--- src/rtl/nn_pkg.sv ---
// Shared types for the nn datapath: word width, word type and loader state encoding.
package nn_pkg;

  localparam int NN_DATA_W = 16;

  typedef logic [NN_DATA_W-1:0] nn_word_t;

  typedef enum logic [1:0] {
    FILL = 2'd0,
    FULL = 2'd1,
    SYNC = 2'd2
  } loader_state_e;

endpackage

--- src/rtl/nn_feature_loader.sv ---
// Serial-to-parallel feature loader. The fill buffer and output register form a
// double buffer: the next frame fills while the current vector waits downstream.
// Frames shorter or longer than FEATURES words raise frame_err and are discarded.
module nn_feature_loader
  import nn_pkg::*;
#(
  parameter int FEATURES = 11,
  parameter int DATA_W   = NN_DATA_W
) (
  input  logic                             clk_in,
  input  logic                             rst_n,
  input  logic [DATA_W-1:0]                s_data,
  input  logic                             s_valid,
  input  logic                             s_last,
  output logic                             s_ready,
  output logic [FEATURES-1:0][DATA_W-1:0]  vec_data,
  output logic                             vec_valid,
  input  logic                             vec_ready,
  output logic                             frame_err,
  output logic [15:0]                      frame_cnt
);

  localparam int IDX_W = (FEATURES > 1) ? $clog2(FEATURES) : 1;
  localparam logic [IDX_W-1:0] LAST_IDX = IDX_W'(FEATURES - 1);

  typedef logic [FEATURES-1:0][DATA_W-1:0] vec_t;

  loader_state_e    state;
  logic [IDX_W-1:0] idx;
  vec_t             fill;
  vec_t             load_vec;
  logic             accept;
  logic             slot_free;
  logic             at_last;
  logic             load;

  // Ready is a pure decode of the registered state; no path from vec_ready.
  assign s_ready = (state != FULL);

  // Handshake qualifiers and the output-register load condition.
  always_comb begin
    accept    = s_valid && s_ready;
    slot_free = !vec_valid || vec_ready;
    at_last   = (idx == LAST_IDX);
    load      = ((state == FILL) && accept && at_last && s_last && slot_free) ||
                ((state == FULL) && slot_free);
  end

  // Vector to load: in FILL the final word bypasses the fill buffer;
  // in FULL it was already written there on the completing edge.
  always_comb begin
    load_vec = fill;
    if (state == FILL) load_vec[FEATURES-1] = s_data;
  end

  // Fill buffer: contents are don't-care after reset, so no reset here.
  always_ff @(posedge clk_in) begin
    if ((state == FILL) && accept) fill[idx] <= s_data;
  end

  // Frame FSM: tracks fill position, detects short/long frames, resyncs on s_last.
  always_ff @(posedge clk_in or negedge rst_n) begin
    if (!rst_n) begin
      state     <= FILL;
      idx       <= '0;
      frame_err <= 1'b0;
    end else begin
      frame_err <= 1'b0;
      case (state)
        FILL: begin
          if (accept) begin
            if (!at_last) begin
              if (s_last) begin
                idx       <= '0;
                frame_err <= 1'b1;
              end else begin
                idx <= idx + 1'b1;
              end
            end else begin
              idx <= '0;
              if (!s_last) begin
                frame_err <= 1'b1;
                state     <= SYNC;
              end else if (!slot_free) begin
                state <= FULL;
              end
            end
          end
        end
        FULL: begin
          if (slot_free) state <= FILL;
        end
        SYNC: begin
          if (accept && s_last) begin
            state <= FILL;
            idx   <= '0;
          end
        end
        default: begin
          state <= FILL;
          idx   <= '0;
        end
      endcase
    end
  end

  // Output register and handoff counter; a new load wins over a clear.
  always_ff @(posedge clk_in or negedge rst_n) begin
    if (!rst_n) begin
      vec_data  <= '0;
      vec_valid <= 1'b0;
      frame_cnt <= '0;
    end else begin
      if (load) begin
        vec_data  <= load_vec;
        vec_valid <= 1'b1;
      end else if (vec_valid && vec_ready) begin
        vec_valid <= 1'b0;
      end
      if (vec_valid && vec_ready) frame_cnt <= frame_cnt + 16'd1;
    end
  end

endmodule

--- config.mk ---
export PLATFORM = sky130hd
export DESIGN_NAME = nn_feature_loader
export DESIGN_NICKNAME = d
export VERILOG_FILES = /design/src/rtl/nn_pkg.sv /design/src/rtl/nn_feature_loader.sv
export SDC_FILE = /design/constraint.sdc
export NUM_CORES = 1
export LEC_CHECK = 0
export ABC_AREA = 1
export BUFFER_PORTS_ARGS = -buffer_cell sky130_fd_sc_hd__clkbuf_2
export CORE_AREA = 2 2 159 161
export DETAILED_ROUTE_END_ITERATION = 10
export DIE_AREA = 0 0 161 163
export PLACE_DENSITY = 0.83
export SLEW_MARGIN = 10
export SYNTH_ARGS = -nofsm -noshare
export SYNTH_HDL_FRONTEND = slang
export SYNTH_SLANG_ARGS = --single-unit
--- constraint.sdc ---
create_clock -name clk_in -period 3.05 [get_ports clk_in]
set_input_delay 0.305 -clock clk_in [delete_from_list [all_inputs] [get_ports clk_in]]
set_output_delay 0.305 -clock clk_in [all_outputs]
set_load 0.1 [all_outputs]
After elaboration in Yosys (flattened, before gate mapping):

Index checks and enable logic that the tools add are counted.

* bits of input ports: 21
* output and inout port bits: 195
* register bits after elaboration: 376
* logic and storage cells: 80

* $add $sub $neg: 2
* reduce and logical (&&, ||, !) cells: 16
* bitwise gates (word level): 1
* order comparisons: 2
* equality and inequality tests: 9
* mux-type cells: 23

Operator list (number)
* bitwise mux 176 bit: 1
* demux 16 bit (select 4 bit): 1
* 2-to-1 mux 16 bit: 2
* adder 16 x 1 -> 16 bit (second input constant): 1
* 2-to-1 mux 4 bit: 4
* 2-to-1 mux 2 bit: 6
* one-hot mux 4 bit (3 select lines): 1
* logical AND 1 bit: 9
* inequality test 2 bit (second input constant): 4
* 2-to-1 mux 1 bit: 7
* one-hot mux 2 bit (3 select lines): 1
* less-than comparator 4 x 5 -> 1 bit (second input constant): 1
* AND reduction 5 bit: 1
* adder 4 x 1 -> 4 bit (second input constant): 1
* == test 4 bit (second input constant): 1
* greater-or-equal comparator 4 x 1 -> 1 bit (second input constant): 1
* inequality test 3 bit (second input constant): 1
* AND reduction 3 bit: 1
* == test 2 x 1 -> 1 bit (second input constant): 1
* == test 2 bit (second input constant): 1
* zero test 2 bit: 1
* logical OR 1 bit: 2
* inequality test 2 x 1 -> 1 bit (second input constant): 1
* nonzero test 2 bit: 1
* other kinds (2): 2

Longest topological paths before layout:

Gate-level depths: netlist of run 1.

* depth in word-level cells: 8
* mapped depth: 11
* gate-level depth less buffers: 9

Least setup slack after synthesis of run 1:

OpenSTA, ideal clock, no wires.

* path kind: register -> register
* start point: register state[0]
* end point: register fill[128] in the netlist's numbering (enable)
* arrival: 2036 ps
* cell stages (with the launch flop): 7
* buffers on the path: 1
* setup slack: 605 ps
* clock period less this slack: 2445 ps
* cell sequence: dfrtp_1 -> inv_1 -> nand2_1 -> nor2_1 -> inv_1 -> clkbuf_1 -> nor3_1

* cells in the longest elaborated chain, start to end: 3

RTL lines
* start: declaration: line nn_feature_loader.sv:28 `loader_state_e state;`
* start signal: assignment: line nn_feature_loader.sv:64 `state <= FILL;`
* start signal: assignment: line nn_feature_loader.sv:83 `state <= SYNC;`
* start signal: assignment: line nn_feature_loader.sv:85 `state <= FULL;`
* inequality test 2 x 1 -> 1 bit: line nn_feature_loader.sv:38 `assign s_ready = (state != FULL);`
* logical AND 1 bit: line nn_feature_loader.sv:42 `accept = s_valid && s_ready;`
* logical AND 1 bit (*): line nn_feature_loader.sv:58 `if ((state == FILL) && accept) fill[idx] <= s_data;`
* end signal: indexed assignment: line nn_feature_loader.sv:58
* end: declaration: line nn_feature_loader.sv:30 `vec_t fill;`

Mark *: on every way between the ends. The rest lies on a longest branch, timed or not.
A chain may end at the register's enable or synchronous reset.

Worst setup path after layout of run 1:

* start point: register idx[0]
* end point: register vec_data[18] in the netlist's numbering

* cells in the longest elaborated chain, start to end: 5

RTL lines
* start: declaration: line nn_feature_loader.sv:29 `logic [IDX_W-1:0] idx;`
* start signal: assignment: line nn_feature_loader.sv:77 `idx <= idx + 1'b1;`
* == test 4 bit: line nn_feature_loader.sv:44 `at_last = (idx == LAST_IDX);`
* logical AND 1 bit (3 in series): line nn_feature_loader.sv:45 `load = ((state == FILL) && accept && at_last && s_last && slot_free) ||`
* logical OR 1 bit: line nn_feature_loader.sv:45
* end signal: assignment: line nn_feature_loader.sv:115 `vec_data <= load_vec;`
* end: declaration: line nn_feature_loader.sv:16 `output logic [FEATURES-1:0][DATA_W-1:0] vec_data,`

Every way passes these cells.

==> metrics.txt, run 1 <==
total die area 26,240 um2; synthesized area per cell 11.64 um2; share of cells above drive strength 1 21.62%; post-synth top area share 38.89%; Arr. time, crit path 2.84 ns; number of global-route vias before repair 8,740; hold endpoint state[1]; # H-tree levels 2; worst reg2reg path startpoint idx[0]; post-DR wirelength/cell 17.96 um; FP Rows 58; worst path required time 3.49 ns; diodes inserted 0; Tcrit/Tclk final 78.78%; worst slack, placed 0.6390 ns; first-pass GRT wire length 48.22 mm; worst skew pair latency 0.51 ns; TritonCTS buffer count 38; FMAX 416.2 MHz; final hold vios 0; Tmin final 2.403 ns; Post-Place Cells 1,688; final worst slack 0.6472 ns; FF/Latch Area 10,290 um2; RSZ-0062 raised after global routing no; Hold Path Cell Cnt 4; multi-input logic area 2914 um2; Crit Path Class register to register; Max-slew headroom 50.72%; Top FF cell, synth dfrtp_1; CP max FO 55; vias 8,999; clk root buf clkbuf_16; Yosys Warn Count 0; Top Ports 216; clk buf depth 3; final wirelength 31.60 mm; hold path start s_valid; syn nets 1,193; Slew Limit Fails 0; Starting Density 55.08%; Mapped Area 13,590 um2; Synth area leader edfxtp_1; Nets 1,425; First DRT Iteration DRCs 917; Cells after Synth 1,167; Worst-Margin Slew 0.7392 ns; DRC violations left 0; largest net degree at the start of global routing 124; TritonCTS Sinks 376; final instance area 16,390 um2; initial antenna violation count 0; top post-synthesis cells by area edfxtp_1, dfrtp_1, nand2_1, buf_4, buf_6; Final ANT Viol Nets 0; Total GRT Usage 24.22%; Non-Filler Instances 1,759; filler instances 1,783; Core Area 24,670 um2; RR Endpoint vec_data[18]; CP Launch Type register; CTS tree yes; PortBufs 215; routability cong. 0.8688; FFs w/ async S/R, synth 53.19%; hold crit path type input port to register; die width 161 um; status finished clean; DP Area 15,030 um2; Post-synth EDFFs 176; Layout Skew 0.009096 ns; vias per cell 5.116; sequential area share after synthesis 75.72%; DP HPWL 18.97 mm; Setup Viol. Count Final 0; Total Neg Setup Slack 0 ns; TritonRoute pass-1 iters 5; FF-to-FF setup slack 0.65 ns; post-synthesis cell type count 24; synth-to-layout area growth 20.61%; GRT Residual Overflow 0; Die Span Y 163 um; Reg clk slew, reported paths 0.06 ns; worst reg2reg path depth 10; # Post-CTS Setup Buffers 0; CP Capture Type register; max-cap viol count 0; #FFs+latches synth 376
## synth_stat cells (all sizes together), types with 4 or more instances
cell type	n
nand2	634
dfrtp	200
edfxtp	176
buf	40
inv	32
nor2	23
nand3	17
nor3	17
ha	5
nand4	5
o21ai	4
xnor2	4
xor2	4
## area by class of cell
cell class              count  area share [%]
repair buffers            234           7.886
multi-input cells         716           17.78
inverters                  33          0.7863
well taps                 330           2.519
clock buffers              51           6.855
flip-flops and latches    376           62.78
clock inverters            19           1.389
## through the flow
| stage | util (%) | hold slack, ns |
|---|---|---|
| 6_report | 66.42 | 0.1433 |
| 5_1_grt | 66.42 | 0.1378 |
| 2_1_floorplan | - | 0.009409 |
| 3_3_place_gp | 60.91 | 0.4223 |
| 4_1_cts | 66.42 | 0.1136 |
| 3_5_place_dp | 60.91 | 0.4298 |
## placed cells by master (no fill, tap or decap), types with 4 or more instances in the layout
| master | instances |
|---|---|
| ha_1 | 5 |
| nand4_1 | 5 |
| dfrtp_1 | 200 |
| nor3_2 | 10 |
| clkbuf_1 | 4 |
| nor2_1 | 22 |
| xnor2_1 | 4 |
| clkbuf_8 | 7 |
| clkinv_1 | 7 |
| xor2_1 | 4 |
| edfxtp_1 | 176 |
| nor3_1 | 7 |
| clkbuf_16 | 41 |
| nand3_1 | 16 |
| inv_1 | 30 |
| clkbuf_2 | 214 |
| o21ai_0 | 4 |
| nand2_1 | 632 |
| bufinv_16 | 5 |
| clkinv_2 | 6 |
| buf_12 | 5 |
| buf_4 | 13 |
## how the worst max path moves through the flow
stage               slack [ns]      from  cells past startpoint       endpoint
floorplan                 0.60  state[0]                      6      fill[128]
global placement          0.77    idx[0]                     10   vec_data[24]
detailed placement        0.64    idx[0]                     10   vec_data[23]
CTS                       0.61    idx[0]                     10  vec_data[172]
global route              0.45    idx[0]                     10   vec_data[18]
finish                    0.65    idx[0]                     10   vec_data[18]
## worst max-delay path, cell delays in order, from the launching register on
cell	delay (ns)
dfrtp_1	0.44
inv_1	0.11
ha_1	0.24
nand3_2	0.10
nor2_2	0.04
nand3_1	0.17
nand2_8	0.26
inv_6	0.39
buf_4	0.37
nand2_1	0.10
nand2_1	0.09
## state kept, by name (all words and copies together), names as in the netlist
| name | flops |
|---|---|
| fill | 176 |
| vec_data | 176 |
| frame_cnt | 16 |
| idx | 4 |
| state | 2 |
| frame_err | 1 |
| vec_valid | 1 |
## layer usage
| layer | part of all wire (%) | up-vias | global-route usage [%] |
|---|---|---|---|
| li1 | - | 4194 | - |
| met1 | 40 | 4361 | 33.33 |
| met2 | 49 | 378 | 39.91 |
| met3 | 7.7 | 66 | 3.820 |
| met4 | 3.2 | 0 | 8.523 |
| met5 | 0 | - | 0 |
## cells by family after synthesis
kind of cell / after synthesis / synth area share, %
AO/OA/AOI/OAI: 6 / 0.2210
XOR/XNOR: 8 / 0.5156
adder cells (fa/ha/maj): 5 / 0.4604
buffers and inverters: 75 / 3.305
flip-flops: 376 / 75.72
AND/OR/NAND/NOR: 697 / 19.78
## what timing repair did
action / 4_1_cts / 5_1_grt
hold buffers: 1 / 0
hold endpoints to repair: 84 / 0
gates resized for setup: 0 / 0
Power of run 1 is not shown: default switching activity piles up to over one toggle a cycle in this logic, so the estimate is an artifact.
==> run 2, diff against run 1 <==
==> constraint.sdc (replaced) <==
create_clock -name clk_in -period 2.4 [get_ports clk_in]
set_input_delay 0.24 -clock clk_in [delete_from_list [all_inputs] [get_ports clk_in]]
set_output_delay 0.24 -clock clk_in [all_outputs]
set_load 0.1 [all_outputs]
==> run 2 against run 1 <==
Die area is the same. Utilization grew 0.096 points. Clock skew grew 0.016 ns. Register-to-register slack lost 0.40 ns. Worst hold slack lost 0.051 ns. Flip-flop and latch count is the same. Critical path type unchanged. Critical endpoint is now vec_data[16]. Highest routed layer unchanged.
==> metrics.txt, run 2 (synthesis results as in run 1) <==
status finished clean; Max-slew headroom 59.55% (+8.8 points); RSZ-0062 raised after global routing no; Total GRT Usage 25.31% (+1.1 points); Top Ports 216 (unchanged); most frequent cells in the layout nand2_1, clkbuf_2, dfrtp_1, edfxtp_1, clkbuf_16; number of global-route vias before repair 9,005 (+3.0%); worst slack, placed 0.2820 ns (-0.3570 ns); Slew Limit Fails 0 (unchanged); first-pass GRT wire length 50.25 mm (+4.2%); DP HPWL 19.97 mm (+5.2%); Die Span Y 163 um (unchanged); diodes inserted 0 (unchanged); # H-tree levels 2 (unchanged); post-DR wirelength/cell 18.45 um (+2.7%); FMAX 464.3 MHz (+12%); Core Area 24,670 um2 (unchanged); DRC violations left 0 (unchanged); Reg clk slew, reported paths 0.07 ns (about the same); CTS tree yes; Regs by FF count fill (176), vec_data (176), frame_cnt (16); Crit Path Class register to register; routability cong. 0.8649 (-0.45%); CP max FO 60 (+9.1%); largest net degree at the start of global routing 86 (-31%); vias per cell 5.165 (+0.96%); die width 161 um (unchanged); Final ANT Viol Nets 0 (unchanged); FP Rows 58 (unchanged); # Post-CTS Setup Buffers 0 (unchanged); final hold vios 0 (unchanged); synth-to-layout area growth 20.78%; Nets 1,428 (+0.21%); CP Launch Type register; worst skew pair latency 0.52 ns (about the same); CTS resizes 0 (unchanged); Tcrit/Tclk final 89.74% (+11 points); Total Neg Setup Slack 0 ns (unchanged); GRT Residual Overflow 0 (unchanged); total die area 26,240 um2 (unchanged); commonest non-fill, non-tap cell in the layout nand2_1; Arr. time, crit path 2.60 ns (-0.24 ns); Post-Place Cells 1,691 (+0.18%); final worst slack 0.2463 ns (-0.4009 ns); final wirelength 32.48 mm (+2.8%); Tmin final 2.154 ns (-0.2491 ns); share of cells above drive strength 1 22.15% (+0.53 points); clk buf depth 3 (unchanged); clk root buf clkbuf_16; initial antenna violation count 0 (unchanged); PortBufs 215 (unchanged); worst path required time 2.85 ns (-0.64 ns); TritonCTS Sinks 376 (unchanged); max-cap viol count 0 (unchanged); TritonCTS buffer count 38 (unchanged); filler instances 1,800 (+0.95%); CP Capture Type register; First DRT Iteration DRCs 930 (+1.4%); Starting Density 55.08% (unchanged); TritonRoute pass-1 iters 6 (+1); cts-stage hold buffer count 1 (unchanged); Setup Viol. Count Final 0 (unchanged); Layout Skew 0.02464 ns (+0.01554 ns); hold crit path type input port to register; Worst-Margin Slew 0.6067 ns (-0.1325 ns); vias 9,096 (+1.1%); Non-Filler Instances 1,761 (+0.11%)
==> run 2: area by class of cell <==
cell class              instances  area, um2  area share (%)
clock inverters                20      234.0           1.426
inverters                      33      128.9          0.7852
flip-flops and latches        376      10290           62.69
multi-input cells             716       2914           17.75
clock buffers                  49       1094           6.663
repair buffers                237       1340           8.164
well taps                     330      412.9           2.516
==> run 2: worst paths after layout <==
check                                end      start  cells after the start  slack (ns)
setup / recovery            vec_data[16]     idx[0]                     10        0.25
hold / removal                  state[1]    s_valid                      4        0.09
setup reg to reg            vec_data[16]     idx[0]                     10        0.25
hold reg to reg            vec_data[108]  fill[108]                      2        0.43
max in group asynchronous  vec_data[128]      rst_n                      3        1.36
min in group asynchronous   frame_cnt[0]      rst_n                      2        0.30
==> run 2: metal layers <==
metal  track usage [%]  routed length [um]  up-vias
li1                  -                   -     4184
met1             33.77               13160     4457
met2             42.57               16180      372
met3             4.609                2126       83
met4             8.563                1023        0
met5                 0                   0        -
==> run 2: metrics by stage <==
step	instance area [um2]	utilization [%]	hold WS, ns
floorplan	13590	-	-0.05559
global placement	15080	61.10	0.3008
detailed placement	15080	61.10	0.2954
CTS	16410	66.52	0.05661
global route	16410	66.52	0.1107
finish	16410	66.52	0.09251
==> run 2: critical path, cell delays in order, from the launching register on <==
cell and delay [ns]:
dfrtp_1 0.43, inv_1 0.11, ha_1 0.23, nand3_2 0.10, nor2_2 0.04, nand3_1 0.17
nand2_8 0.19, inv_6 0.28, buf_12 0.29, nand2_1 0.10, nand2_1 0.08
Power of run 2 is left out for the same reason.
==> run 3, diff against run 2 <==
--- a/config.mk
+++ b/config.mk
@@ -7,10 +7,11 @@
 export LEC_CHECK = 0
 export ABC_AREA = 1
 export BUFFER_PORTS_ARGS = -buffer_cell sky130_fd_sc_hd__clkbuf_2
-export CORE_AREA = 2 2 159 161
+export CORE_AREA = 2 2 157 159
+export CTS_BUF_LIST = sky130_fd_sc_hd__clkbuf_8
 export DETAILED_ROUTE_END_ITERATION = 10
-export DIE_AREA = 0 0 161 163
-export PLACE_DENSITY = 0.83
+export DIE_AREA = 0 0 159 161
+export PLACE_DENSITY = 0.85
 export SLEW_MARGIN = 10
 export SYNTH_ARGS = -nofsm -noshare
 export SYNTH_HDL_FRONTEND = slang
==> run 3 against run 2 <==
Non-clock buffer count up 3. Global-route usage fell by 0.26 points. Register-to-register slack improved by 0.15 ns. First-iteration DRC count shrank 11%. Worst setup slack improved by 0.15 ns. Final area decreased by 1.0%. Via count up 0.81%.
==> metrics.txt, run 3 (synthesis results as in run 1) <==
status finished clean; First DRT Iteration DRCs 827 (-11%); CTS tree yes; clk buf depth 3 (unchanged); post-DR wirelength/cell 17.59 um (-4.6%); routability cong. 0.8526 (-1.4%); Die Span Y 161 um (-1.2%); # H-tree levels 2 (unchanged); vias per cell 5.106 (-1.2%); Post-Place Cells 1,686 (-0.30%); FF-to-FF setup slack 0.39 ns (+0.15 ns); vias 9,170 (+0.81%); Final ANT Viol Nets 0 (unchanged); worst path required time 2.90 ns (+0.05 ns); CP cell instances inv_1, ha_1, nand3_2, nor2_2, nand3_1, nand2_8, inv_6, buf_12, nand2_1, nand2_1; final hold vios 0 (unchanged); hold endpoint frame_err; CP Capture Type register; Regs by FF count fill (176), vec_data (176), frame_cnt (16); Max-slew headroom 54.97% (-4.6 points); Non-Filler Instances 1,796 (+2.0%); hold path start s_last; DRC violations left 0 (unchanged); Final Util 67.78% (+1.3 points); TritonCTS buffer count 57 (+50%); CP max FO 51 (-15%); worst reg2reg path startpoint idx[0]; Hold Path Cell Cnt 3 (-1); hold crit path type input port to register; Critical Path Most Common Cell nand2_1; Tcrit/Tclk final 83.66% (-6.1 points); max-cap viol count 0 (unchanged); CP Launch Type register; synth-to-layout area growth 19.52%; initial antenna violation count 0 (unchanged); FP Rows 57 (-1.7%); commonest non-fill, non-tap cell in the layout nand2_1; largest net degree at the start of global routing 100 (+16%); Reg clk slew, reported paths 0.06 ns (about the same); GRT Residual Overflow 0 (unchanged); cts-stage hold buffer count 3 (+2); die width 159 um (-1.2%); final wirelength 31.60 mm (-2.7%); diodes inserted 0 (unchanged); Total GRT Usage 25.05% (-0.26 points); Setup Viol. Count Final 0 (unchanged); RSZ-0062 raised after global routing no; clk root buf clkbuf_8; CTS resizes 0 (unchanged); total die area 25,600 um2 (-2.5%); CP bufs+invs 3 (unchanged); cell family with most CP delay buffers and inverters; Crit Path Class register to register; Tmin final 2.008 ns (-0.1459 ns); Core Area 23,960 um2 (-2.9%); Top Ports 216 (unchanged); worst skew pair latency 0.56 ns (+0.04 ns); RR Endpoint vec_data[83]; most frequent cells in the layout nand2_1, clkbuf_2, dfrtp_1, edfxtp_1, clkbuf_8; Layout Skew 0.01019 ns (-0.01445 ns); Slew Limit Fails 0 (unchanged); TritonCTS Sinks 376 (unchanged); # Post-CTS Setup Buffers 0 (unchanged); Starting Density 56.71% (+1.6 points); FMAX 498.1 MHz (+7.3%); share of cells above drive strength 1 22.42% (+0.27 points); DP HPWL 19.22 mm (-3.8%); crit path max-delay cell type dfrtp_1; critical path's largest stage delay 0.43 ns (about the same); Worst-Margin Slew 0.6704 ns (+0.06361 ns); Nets 1,450 (+1.5%); TritonRoute pass-1 iters 5 (-1); worst reg2reg path depth 10 (unchanged); first-pass GRT wire length 49.71 mm (-1.1%); Arr. time, crit path 2.51 ns (-0.09 ns); PortBufs 215 (unchanged); number of global-route vias before repair 9,069 (+0.71%)
## run 3: cell count changes in the layout (fill, tap and decap cells not counted), sizes merged
cell and delta:
bufinv -5, clkbuf +25, buf +1, inv +22, clkinv -4, dlygate4sd3 +2
## run 3: final cells by class
| class | count | area [um2] |
|---|---|---|
| Timing Repair Buffer | 240 | 1355 |
| Inverter | 33 | 128.9 |
| Fill cell | 1730 | 7721 |
| Sequential cell | 376 | 10290 |
| Multi-Input combinational cell | 716 | 2914 |
| Clock buffer | 74 | 1018 |
| Clock inverter | 33 | 130.1 |
| Tap cell | 324 | 405.4 |
## run 3: worst reg2reg max path, stage by stage (launching register included)
cell and delay (ns):
dfrtp_1 0.43, inv_1 0.11, ha_1 0.23, nand3_2 0.10, nor2_2 0.04, nand3_1 0.17, nand2_8 0.10, inv_6 0.28
buf_12 0.29, nand2_1 0.12, nand2_1 0.08
## run 3: metal layers
layer / vias up / GRT usage [%] / routed length (um) / share of wire, %
met2: 391 / 40.75 / 15250 / 48
li1: 4246 / - / - / -
met4: 0 / 9.132 / 909 / 2.9
met3: 62 / 5.444 / 2614 / 8.3
met5: - / 0 / 0 / 0
met1: 4471 / 33.92 / 12820 / 41
## run 3: how the worst max path moves through the flow
stage	cells past startpoint	start	to
floorplan	6	state[0]	fill[128]
detailed placement	10	idx[0]	vec_data[83]
CTS	10	idx[0]	vec_data[83]
global route	10	idx[0]	vec_data[83]
finish	10	idx[0]	vec_data[83]
global placement	10	idx[0]	vec_data[116]
## run 3: stage by stage
step	area, um2	setup slack, ns	hold WS, ns	setup TNS [ns]
6_report	16240	0.3922	0.03837	0
5_1_grt	16240	0.2078	0.04846	0
4_1_cts	16240	0.3762	0.006442	0
3_5_place_dp	15060	0.4169	0.2695	0
3_3_place_gp	15060	0.5060	0.2660	0
2_1_floorplan	13590	-0.04531	-0.05559	-6.523
Power of run 3 is left out for the same reason.
